<file path="config.mk">
export PLATFORM = sky130hd
export DESIGN_NAME = alu_exec_16
export DESIGN_NICKNAME = d
export VERILOG_FILES = /design/src/rtl/alu_exec_16.sv
export SDC_FILE = /design/constraint.sdc
export NUM_CORES = 1
export LEC_CHECK = 0
export ABC_AREA = 1
export CAP_MARGIN = 30
export CORE_AREA = 4 4 121 123
export CTS_CLUSTER_SIZE = 20
export DETAILED_ROUTE_END_ITERATION = 7
export DIE_AREA = 0 0 125 127
export DONT_BUFFER_PORTS = 1
export GPL_TIMING_DRIVEN = 0
export MAX_ROUTING_LAYER = met4
export PLACE_DENSITY = 0.73
export RECOVER_POWER = 100
export SETUP_SLACK_MARGIN = 0.02
export SLEW_MARGIN = 25
export SYNTH_ARGS = -nofsm -noshare
export SYNTH_HDL_FRONTEND = slang
export SYNTH_SLANG_ARGS = --single-unit
</file>
<file path="constraint.sdc">
create_clock -name clk -period 2.04 [get_ports clk]
set_clock_uncertainty 0.05 [all_clocks]
set_input_delay 0.408 -clock clk [delete_from_list [all_inputs] [get_ports clk]]
set_output_delay 0.408 -clock clk [all_outputs]
set_load 0.01 [all_outputs]
</file>
<file path="src/rtl/alu_exec_16.sv">
// Execute/write-back stage for the 8x16 register file: IDLE -> EXEC -> WB, one write strobe per op.
// Optional 16-cycle shift-add multiply on op 111 when ALU_EXEC_MUL_EN is defined.
module alu_exec_16 (
  input  logic        clk,
  input  logic        rst_n,
  input  logic        start,
  input  logic [2:0]  op,
  input  logic [15:0] rd0_data,
  input  logic [15:0] rd1_data,
  input  logic [2:0]  dst_addr,
  output logic        busy,
  output logic        wr_en,
  output logic [2:0]  wr0_addr,
  output logic [15:0] wr0_data,
  output logic        flag_z,
  output logic        flag_c
);

  typedef enum logic [1:0] {S_IDLE, S_EXEC, S_WB} state_t;

  state_t      r_state;
  logic        r_ph;
  logic [2:0]  r_op;
  logic [2:0]  r_dst;
  logic [15:0] r_a;
  logic [15:0] r_b;
  logic [15:0] r_res;
  logic        r_cres;
  logic        r_wr_en;
  logic [2:0]  r_wr_addr;
  logic [15:0] r_wr_data;
  logic        r_flag_z;
  logic        r_flag_c;

  logic [15:0] w_alu_res;
  logic        w_alu_c;
  logic [3:0]  w_amt;
  logic [3:0]  w_shl_idx;

`ifdef ALU_EXEC_MUL_EN
  logic [3:0]  r_cnt;
  logic [31:0] r_mcand;
  logic [31:0] r_prod;
  logic [31:0] w_prod_next;

  assign w_prod_next = r_prod + (r_b[0] ? r_mcand : 32'd0);
`endif

  assign busy     = (r_state != S_IDLE);
  assign wr_en    = r_wr_en;
  assign wr0_addr = r_wr_addr;
  assign wr0_data = r_wr_data;
  assign flag_z   = r_flag_z;
  assign flag_c   = r_flag_c;

  // Shift-left carry is A[16-amt]; 4-bit wrap of (0 - amt) yields that index for amt 1..15.
  always_comb begin
    w_alu_res = '0;
    w_alu_c   = 1'b0;
    w_amt     = r_b[3:0];
    w_shl_idx = 4'd0 - w_amt;
    case (r_op)
      3'b000: {w_alu_c, w_alu_res} = {1'b0, r_a} + {1'b0, r_b};
      3'b001: begin
        w_alu_res = r_a - r_b;
        w_alu_c   = (r_a < r_b);
      end
      3'b010: w_alu_res = r_a & r_b;
      3'b011: w_alu_res = r_a | r_b;
      3'b100: w_alu_res = r_a ^ r_b;
      3'b101: begin
        w_alu_res = r_a << w_amt;
        w_alu_c   = (w_amt != 4'd0) && r_a[w_shl_idx];
      end
      3'b110: begin
        w_alu_res = r_a >> w_amt;
        w_alu_c   = (w_amt != 4'd0) && r_a[w_amt - 4'd1];
      end
      default: ;
    endcase
  end

  always_ff @(posedge clk or negedge rst_n) begin
    if (!rst_n) begin
      r_state   <= S_IDLE;
      r_ph      <= 1'b0;
      r_op      <= '0;
      r_dst     <= '0;
      r_a       <= '0;
      r_b       <= '0;
      r_res     <= '0;
      r_cres    <= 1'b0;
      r_wr_en   <= 1'b0;
      r_wr_addr <= '0;
      r_wr_data <= '0;
      r_flag_z  <= 1'b0;
      r_flag_c  <= 1'b0;
`ifdef ALU_EXEC_MUL_EN
      r_cnt     <= '0;
      r_mcand   <= '0;
      r_prod    <= '0;
`endif
    end else begin
      r_wr_en <= 1'b0;
      case (r_state)
        S_IDLE: begin
          if (start) begin
            r_op    <= op;
            r_a     <= rd0_data;
            r_b     <= rd1_data;
            r_dst   <= dst_addr;
            r_ph    <= 1'b0;
            r_state <= S_EXEC;
          end
        end
        S_EXEC: begin
          // First EXEC cycle registers the ALU result (and primes the multiplier).
          if (!r_ph) begin
            r_ph   <= 1'b1;
            r_res  <= w_alu_res;
            r_cres <= w_alu_c;
`ifdef ALU_EXEC_MUL_EN
            r_cnt   <= '0;
            r_prod  <= '0;
            r_mcand <= {16'd0, r_a};
`endif
          end else begin
`ifdef ALU_EXEC_MUL_EN
            if (r_op == 3'b111) begin
              r_prod  <= w_prod_next;
              r_mcand <= r_mcand << 1;
              r_b     <= r_b >> 1;
              r_cnt   <= r_cnt + 4'd1;
              if (r_cnt == 4'd15) begin
                r_wr_en   <= 1'b1;
                r_wr_addr <= r_dst;
                r_wr_data <= w_prod_next[15:0];
                r_flag_z  <= (w_prod_next[15:0] == 16'd0);
                r_flag_c  <= (w_prod_next[31:16] != 16'd0);
                r_state   <= S_WB;
              end
            end else begin
              r_wr_en   <= 1'b1;
              r_wr_addr <= r_dst;
              r_wr_data <= r_res;
              r_flag_z  <= (r_res == 16'd0);
              r_flag_c  <= r_cres;
              r_state   <= S_WB;
            end
`else
            if (r_op != 3'b111) begin
              r_wr_en   <= 1'b1;
              r_wr_addr <= r_dst;
              r_wr_data <= r_res;
              r_flag_z  <= (r_res == 16'd0);
              r_flag_c  <= r_cres;
            end
            r_state <= S_WB;
`endif
          end
        end
        S_WB:    r_state <= S_IDLE;
        default: r_state <= S_IDLE;
      endcase
    end
  end

endmodule
</file>
==> results.md <==
- CP max-delay cell: dfrtp_1
- GRT Util Overall: 35.0%
- Die area: 15900 µm²
- RSZ-0062 raised after global routing: yes
- Synth Area per Inst: 6.28 µm²
- Area Overhead vs Synth: 20.1%
- First-pass GRT wire length: 42.1 mm
- Run status: complete, but fails checks
- Iter 0 DRT Violations: 950
- Area fraction of the dominant cell type after synthesis: 28.2%
- Number of global-route vias before repair: 7495
- Number of buffers created by CTS: 9
- Initial Util: 51.9%
- CP endpoint kind: flip-flop
- Worst-path clk slew: 0.07 ns
- Final WL: 27.0 mm
- First-pass DRT Iterations: 5
- Worst min-delay path category: input port to asynchronous set/reset pin
- CTS max path bufs: 2
- Yosys top cell by area: dfrtp_1
- Filler cells: 1309
- Antenna Nets Post-Route: 0
- Grt peak-use layer: met2
- Routed vias: 7889
- PortBufs: 0
- Post-synthesis sequential area ratio: 28.2%
- Startpoint Class: flip-flop
- Core Area: 13700 µm²
- Synth top area cells: dfrtp_1 28%, nand2_1 21%, nand3_1 9.2%, ha_1 9.2%, inv_1 6.1%
- Worst-Skew Late Latency: 0.36 ns
- H-tree depth: 3
- Cell variety after synth: 44
- CTS tree: yes
- YS warnings: 0
- Max FO, Critical Path: 10
- GP Congestion: 1.06
- Fin worst setup slack: -0.156 ns
- Layout cell share with drive strength beyond 1: 20.1%
- GR Util met1: 48.4%
- Setup-failing EPs final: 13
- I/O pin total: 64
- Failing checks: negative hold slack, negative setup slack
- Rel. slew slack: 57.9%
- Mapped Cells: 1129
- DR vias/cell: 5.78
- CP cell instances: buf_4 > clkbuf_4 > nand2_1 > inv_1 > nand2_1 > nand2_1 > o21ai_0 > nand2_1 > nor2_1 > nand3_2 > nand2_2 > nand2_1
- Met3 usage in global routing: 6.06%
- Layout net count: 1271
- Final period utilization: 108%
- Slew at the pin closest to its max-slew limit: 0.631 ns
- Critical Path AT: 2.39 ns
- Die W: 125 µm
- Initial antenna violation count: 1
- Crit Path Class: flip-flop to flip-flop
- Hpwl dp: 20.8 mm
- Max Cap Violations: 0
- CP Data Required Time: 2.23 ns
- CP peak stage delay: 0.40 ns
- R2R Setup Slk: -0.16 ns
- Crit-path leading delay family: simple AND/OR/NAND/NOR gates
- Crit-path most repeated cell: nand2_1
- Achievable Freq: 455 MHz
- Die Y-Extent: 127 µm
- Final worst path period need: 2.20 ns
- Buf/Inv on CP: 3
- Drt drc: 0
- Mapped cell area: 7090 µm²
- Clk root buf: clkbuf_16
- Max Slew Vio Count: 0
- Met2 GRT Util: 51.1%
- Routed wire per std cell: 19.8 µm
- Number of synthesized register bits: 80
- Global route overflow: 0
- CTS sink count: 80
- Final hold slack: -0.306 ns
- Final hold vios: 80
- Largest net degree at the start of global routing: 81
- Syn Nets: 1224
- FP Rows: 43
==> per-stage QoR <==
stage                     setup TNS (ns)  area, µm²  instances  utilization [%]  setup slack, ns
after global routing               -3.96       8510       1365             62.3           -0.229
after global placement             -7.73       7340       1309             53.7           -0.657
after CTS                          -1.51       8170       1350             59.8           -0.179
after detailed placement           -7.40       7340       1309             53.7           -0.598
final                              -1.17       8510       1365             62.3           -0.156
after floorplan                        0       7120       1129                -           0.0203
==> worst paths after layout <==
check	start	end	depth (start not counted)
max in group asynchronous	rst_n	r_b[0]$_DFFE_PN0P_	0
setup / recovery	r_b[1]$_DFFE_PN0P_	r_res[13]$_DFFE_PN0P_	12
hold / removal	rst_n	r_res[2]$_DFFE_PN0P_	0
hold reg to reg	r_res[13]$_DFFE_PN0P_	r_res[13]$_DFFE_PN0P_	2
min in group clk	rd1_data[12]	r_b[12]$_DFFE_PN0P_	2
setup reg to reg	r_b[1]$_DFFE_PN0P_	r_res[13]$_DFFE_PN0P_	12
==> cell usage in the layout (no fill, tap or decap), types with 3 or more instances in the layout <==
| master | count |
|---|---|
| nand2_1 | 381 |
| nand3_1 | 109 |
| inv_1 | 94 |
| o21ai_0 | 73 |
| nor2_1 | 70 |
| dfrtp_1 | 63 |
| buf_4 | 46 |
| ha_1 | 43 |
| a21oi_1 | 32 |
| inv_2 | 24 |
| nand3_2 | 22 |
| nand2_2 | 20 |
| o21ai_1 | 18 |
| dfrtp_2 | 17 |
| a21oi_2 | 10 |
| buf_6 | 10 |
| nand4_1 | 9 |
| clkbuf_16 | 9 |
| nor2_2 | 8 |
| o211ai_1 | 8 |
| clkbuf_2 | 7 |
| nor3_1 | 7 |
| clkbuf_1 | 7 |
| ha_4 | 7 |
| and2_1 | 6 |
| buf_2 | 5 |
| o21ai_2 | 5 |
| o22ai_1 | 5 |
| inv_4 | 5 |
| nor2_4 | 5 |
| diode_2 | 4 |
| nor3_4 | 3 |
| nor3_2 | 3 |
| nand3_4 | 3 |
| nand2_4 | 3 |
| o21a_1 | 3 |
| o21bai_1 | 3 |
| clkbuf_4 | 3 |
| inv_6 | 3 |
==> registers in the layout, indices dropped and copies added, names as in the netlist, 2 cells and up <==
name	cells
r_state	2
r_a	16
r_res	16
wr0_addr	3
wr0_data	16
r_b	16
r_dst	3
r_op	3
==> synthesized netlist by cell type (all sizes together) <==
| library cell | instances |
|---|---|
| fa | 2 |
| nor3 | 13 |
| nor2 | 83 |
| and3 | 1 |
| clkbuf | 9 |
| nand3 | 134 |
| nor4 | 2 |
| xnor2 | 2 |
| and2 | 7 |
| nand4 | 9 |
| o21a | 3 |
| o22ai | 5 |
| o21bai | 3 |
| inv | 126 |
| a21oi | 44 |
| a22oi | 1 |
| o31ai | 1 |
| buf | 37 |
| o221ai | 1 |
| o211ai | 8 |
| o21ai | 96 |
| ha | 52 |
| dfrtp | 80 |
| nand3b | 1 |
| o41ai | 1 |
| or2 | 2 |
| xor2 | 1 |
| a32oi | 1 |
| nand2 | 404 |
==> routing by layer <==
layer,routed length (µm),up-vias
met5,0,-
met2,11500,445
met4,1260,0
met1,11400,3641
li1,-,3729
met3,2840,74
==> worst reg2reg max path, cell delays in order, from the launching register on <==
cell,delay [ns]
dfrtp_1,0.40
buf_4,0.16
clkbuf_4,0.20
nand2_1,0.17
inv_1,0.14
nand2_1,0.11
nand2_1,0.07
o21ai_0,0.20
nand2_1,0.11
nor2_1,0.22
nand3_2,0.13
nand2_2,0.08
nand2_1,0.04
==> kinds of logic after synthesis <==
group                    count (synthesis)  synth area share [%]
AO/OA/AOI/OAI                          164                  12.4
buffers and inverters                  172                  10.2
AND/OR/NAND/NOR                        656                  39.0
adder cells (fa/ha/maj)                 54                  9.74
XOR/XNOR                                 3                 0.371
flip-flops                              80                  28.2
==> cell type report <==
cell class	instances	area (µm²)	share of cell area, %
diodes	4	10.0	0.118
inverters	126	502	5.89
clock inverters	7	88.8	1.04
well taps	180	225	2.65
plain buffers	43	330	3.88
multi-input cells	877	4800	56.4
repair buffers	39	307	3.60
flip-flops and latches	80	2020	23.8
clock buffers	9	225	2.65
==> timing repair <==
item	4_1_cts	5_1_grt
resized for setup	104	90
hold endpoints to repair	80	80
endpoints found under the setup margin	17	47
gates cloned	0	1
pin swaps	18	31
buffers inserted	26	12
Power is left out: the tool's default activity adds up to more than one toggle a clock period on the data nets, which glitch-free logic cannot reach.
